==> config.mk <==
export PLATFORM = sky130hd
export DESIGN_NAME = output_port_arbiter
export DESIGN_NICKNAME = d
export VERILOG_FILES = /design/src/rtl/output_port_arbiter.sv
export SDC_FILE = /design/constraint.sdc
export NUM_CORES = 1
export LEC_CHECK = 0
export CORE_MARGIN = 2
export CORE_UTILIZATION = 29
export DETAILED_ROUTE_END_ITERATION = 8
export DONT_BUFFER_PORTS = 1
export GPL_TIMING_DRIVEN = 0
export PLACE_DENSITY_LB_ADDON = 0.25
export SLEW_MARGIN = 15
export SYNTH_ARGS = -nofsm -noshare
export SYNTH_HDL_FRONTEND = slang
export SYNTH_SLANG_ARGS = --single-unit
==> constraint.sdc <==
create_clock -name clock -period 4.47 [get_ports clock]
set_clock_uncertainty 0.2 [all_clocks]
set_input_delay 1.1175 -clock clock [delete_from_list [all_inputs] [get_ports clock]]
set_output_delay 1.1175 -clock clock [all_outputs]
set_load 0.03 [all_outputs]
==> src/rtl/output_port_arbiter.sv <==
// rtl/output_port_arbiter.sv - round-robin packet arbiter and flit sequencer for one router output port
// Optional stall watchdog enabled by defining ARB_WATCHDOG_EN.
module output_port_arbiter #(
  parameter int NPORTS      = 5,
  parameter int WIDTH       = 16,
  parameter int STALL_LIMIT = 255
) (
  input  logic                    clock,
  input  logic                    reset,
  input  logic [NPORTS-1:0]       req,
  input  logic [NPORTS-1:0]       nonempty,
  input  logic [NPORTS*WIDTH-1:0] heads,
  input  logic                    credit_i,
  output logic [NPORTS-1:0]       pull,
  output logic [WIDTH-1:0]        tx_o,
  output logic                    tx_valid_o,
  output logic [NPORTS-1:0]       grant_o,
  output logic                    busy_o,
  output logic                    stall_err_o
);

  localparam int PW = (NPORTS > 1) ? $clog2(NPORTS) : 1;

  typedef enum logic [1:0] {IDLE, HDR, SIZE, PAYLOAD} state_t;

  state_t            state;
  logic [PW-1:0]     ptr;
  logic [PW-1:0]     grant_idx;
  logic [PW-1:0]     arb_idx;
  logic              arb_found;
  logic [WIDTH-1:0]  remaining;
  logic              transfer;
  logic              wd_fire;

  assign busy_o     = (state != IDLE);
  assign tx_valid_o = (state != IDLE) && |(nonempty & grant_o);
  assign transfer   = tx_valid_o && credit_i;
  assign pull       = grant_o & {NPORTS{transfer}};

  always_comb begin
    tx_o = '0;
    for (int i = 0; i < NPORTS; i++) begin
      if (grant_o[i]) tx_o = tx_o | heads[i*WIDTH +: WIDTH];
    end
  end

  // Scan starts one past the pointer, so the last owner has lowest priority.
  always_comb begin
    int idx;
    idx       = 0;
    arb_found = 1'b0;
    arb_idx   = '0;
    for (int k = 1; k <= NPORTS; k++) begin
      idx = (int'(ptr) + k) % NPORTS;
      if (!arb_found && req[idx]) begin
        arb_found = 1'b1;
        arb_idx   = PW'(idx);
      end
    end
  end

  always_ff @(posedge clock) begin
    if (reset) begin
      state     <= IDLE;
      grant_o   <= '0;
      grant_idx <= '0;
      ptr       <= PW'(NPORTS - 1);
      remaining <= '0;
    end else if (wd_fire) begin
      state   <= IDLE;
      grant_o <= '0;
      ptr     <= grant_idx;
    end else begin
      case (state)
        IDLE: begin
          if (arb_found) begin
            grant_o   <= NPORTS'(1) << arb_idx;
            grant_idx <= arb_idx;
            state     <= HDR;
          end
        end
        HDR: begin
          if (transfer) state <= SIZE;
        end
        SIZE: begin
          if (transfer) begin
            remaining <= tx_o;
            if (tx_o == '0) begin
              state   <= IDLE;
              grant_o <= '0;
              ptr     <= grant_idx;
            end else begin
              state <= PAYLOAD;
            end
          end
        end
        PAYLOAD: begin
          if (transfer) begin
            remaining <= remaining - 1'b1;
            if (remaining == WIDTH'(1)) begin
              state   <= IDLE;
              grant_o <= '0;
              ptr     <= grant_idx;
            end
          end
        end
        default: state <= IDLE;
      endcase
    end
  end

`ifdef ARB_WATCHDOG_EN
  localparam int CW = $clog2(STALL_LIMIT + 1);

  logic [CW-1:0] stall_cnt;

  // Fires on the STALL_LIMIT-th consecutive stalled cycle.
  assign wd_fire = (state != IDLE) && !transfer && (stall_cnt == CW'(STALL_LIMIT - 1));

  always_ff @(posedge clock) begin
    if (reset) begin
      stall_cnt   <= '0;
      stall_err_o <= 1'b0;
    end else if (state == IDLE || transfer) begin
      stall_cnt <= '0;
    end else if (wd_fire) begin
      stall_cnt   <= '0;
      stall_err_o <= 1'b1;
    end else begin
      stall_cnt <= stall_cnt + 1'b1;
    end
  end
`else
  logic unused_stall_limit;

  assign unused_stall_limit = ^STALL_LIMIT;
  assign wd_fire            = 1'b0;
  assign stall_err_o        = 1'b0;
`endif

endmodule
==> out/qor.txt <==
share of cells above drive strength 1 - 21.4%
Unique masters post-synth - 78
outcome - completed
Worst setup EP type - register
worst path cell trace - buf_8, clkinvlp_4, buf_8, ha_4, buf_8, buf_6, buf_8, nand2_1, ha_1, nor3b_2, a2111oi_1, a32o_2, o2111ai_2, nor2_1, o211a_4, or4_1, a31o_1, nor3_2, a22o_1
synthesized flop and latch total - 29
Max Slew Vio Count - 0
CP bufs+invs - 6
Num CTS Buffers - 5
Synth-to-Final Area Change - 26.8%
Max H-tree Level - 2
hpwl dp - 11.2 mm
starting density of the core - 29.5%
Chip Height - 120 um
DRT Wirelength - 15.1 mm
Max-slew headroom - 19.2%
CTS tree - done
PD cells - 178 mW/mm2
max cap viols - 0
critical path's top delay family - compound AO/OA/AOI/OAI gates
# IOs - 122
FP Rows - 42
vias post-DR - 4624
Pleak - 1.87 nW
vias in the first global route - 4082
GRT Util Overall - 19.5%
critical path's slowest cell - or4_1
WS Path Type - reg2reg
Syn Nets - 650
clk_lat worst skew - 0.28 ns
Worst EP arrival - 4.34 ns
Synth async-reset ratio - 0%
CTS clk-pin slew, worst paths - 0.05 ns
Worst Path Required - 4.49 ns
Ys Warns - 0
sequential share of the synthesized area - 14.9%
Max VDD drop - 0.117 mV
Post-DRT Antenna Nets - 0
die area - 0.0144 mm2
Die W - 120 um
first-pass GRT wire length - 22.5 mm
core area - 0.0132 mm2
GPL Wtd Cong - 0.883
largest cells by area after synthesis - dfxtp_1 (15%), ha_1 (7.4%), nand2_1 (6.8%)
drt first pass iters - 7
Mapped Cells - 534
hold slack - 0.262 ns
crit path max fanout - 10
ant diodes - 0
cell taking the most area after synthesis - dfxtp_1
Setup-failing EPs final - 0
Fmax - 232 MHz
Worst setup SP type - register
crit-path max cell delay - 0.57 ns
Avg Vias per Cell - 6.12
Post-synth top flop - dfxtp_1
Mapped Area - 0.00389 mm2
# clock sinks - 29
DRT iter0 DRCs - 603
nets - 695
Residual DRC - 0
EDFF count, synth - 0
WL/cell - 20.0 um
largest net degree at the start of global routing - 13
# port buffers - 0
cts hold-fix bufs - 0
total gr overflow - 0
most frequent cell on the critical path - buf_8
fin crit share - 96.5%
antenna violations before repair - 0
Root Buffer - clkbuf_16
post-layout min period - 4.31 ns
syn avg cell area - 7.28 um2
clk buf depth - 2
actual slew at the worst max-slew pin - 1.21 ns
Post-Route Setup TNS - 0 ns
final hold viol count - 0
Worst Hold Class - reg2reg
Yosys top cell area share - 14.9%
==> state kept, by name, summed over array words and instances, names as in the netlist <==
register,cells
remaining,16
grant_idx,3
state,2
ptr,3
grant_o,5
==> layout make-up <==
class	instances	area (um2)
Fill cell	1386	8260
Clock buffer	7	153
Timing Repair Buffer	39	323
Clock inverter	1	5.00
Inverter	23	97.6
Sequential cell	29	589
Multi-Input combinational cell	443	3320
Buffer	38	224
Tap cell	176	220
==> tightest hold or removal path, stage by stage (launching register included) <==
cell and delay, ns:
dfxtp_1 0.31, nand2_1 0.05, a21oi_1 0.05
==> cells in the final DEF, fill, tap and decap left out, drive strengths merged, types with 4 or more instances in the layout <==
cell,Yosys,final
a211oi,11,11
a21o,5,5
a21oi,38,38
a222oi,17,17
a22oi,17,17
a31o,5,5
and3,8,8
buf,14,54
clkbuf,25,30
dfxtp,29,29
ha,23,23
inv,23,20
mux2i,17,17
mux4,4,4
nand2,70,70
nand2b,10,10
nand3,9,9
nand3b,5,5
nor2,44,44
nor2b,7,7
nor3,13,13
nor3b,4,4
nor4,10,10
o2111ai,5,5
o211ai,7,7
o21ai,29,29
o21bai,4,4
o221ai,4,4
o22ai,7,7
or3,5,5
xnor2,10,10
==> power breakdown <==
| part | total, mW | internal [mW] | leakage (nW) | switching (mW) |
|---|---|---|---|---|
| combinational | 0.248 | 0.0720 | 1.55 | 0.176 |
| sequential | 0.272 | 0.263 | 0.236 | 0.00919 |
| clock | 0.357 | 0.235 | 0.0799 | 0.122 |
==> cell usage after synthesis, types with 12 or more instances <==
cell      instances
ha_1             23
clkbuf_1         25
a222oi_1         17
o21ai_0          20
nand2_1          70
dfxtp_1          29
mux2i_1          15
inv_1            20
nor2_1           44
nor3_1           12
a22oi_1          17
a21oi_1          35
==> worst paths after layout <==
path	to	slack, ns	from	cells past startpoint
max	grant_o[1]$_SDFFE_PP0P_	0.16	ptr[0]$_SDFFE_PP0P_	19
min	grant_idx[2]$_SDFFE_PP0P_	0.26	grant_idx[2]$_SDFFE_PP0P_	2
max reg2reg	grant_o[1]$_SDFFE_PP0P_	0.16	ptr[0]$_SDFFE_PP0P_	19
min reg2reg	grant_idx[2]$_SDFFE_PP0P_	0.26	grant_idx[2]$_SDFFE_PP0P_	2
==> stage by stage <==
step                std cells  util, %  cell area, um2  power (mW)  worst slack (ns)
floorplan                 534        -            3890       0.451           0.00719
global placement          710     31.2            4120       0.502            -0.834
detailed placement        710     31.2            4120       0.503            -0.895
CTS                       723     33.7            4440       0.860            0.0117
global route              756     37.4            4930       0.905           -0.0298
finish                    756     37.4            4930       0.877             0.156
==> timing repair <==
action                     in CTS  in global routing
setup buffers                   5                 33
cloned                          0                  1
pin swaps                       5                 17
setup endpoints to repair       9                  9
resized for setup              29                 39
==> routing by layer <==
layer  GRT usage, %  routed length, um
met1           28.4               6980
met2           29.5               6780
met3           3.75               1020
met4           5.00                357
met5              0                  0
==> logic make-up (layout without fill, tap and decap cells) <==
group | Yosys count | in the layout | share of synthesized area (%)
AO/OA/AOI/OAI | 181 | 181 | 35.0
flip-flops | 29 | 29 | 14.9
adder cells (fa/ha/maj) | 23 | 23 | 7.40
other | 1 | 1 | 0.0964
multiplexers | 22 | 22 | 7.40
XOR/XNOR | 11 | 11 | 2.48
buffers and inverters | 62 | 108 | 6.56
AND/OR/NAND/NOR | 205 | 205 | 26.1
Power figures use the tool's default switching activity.
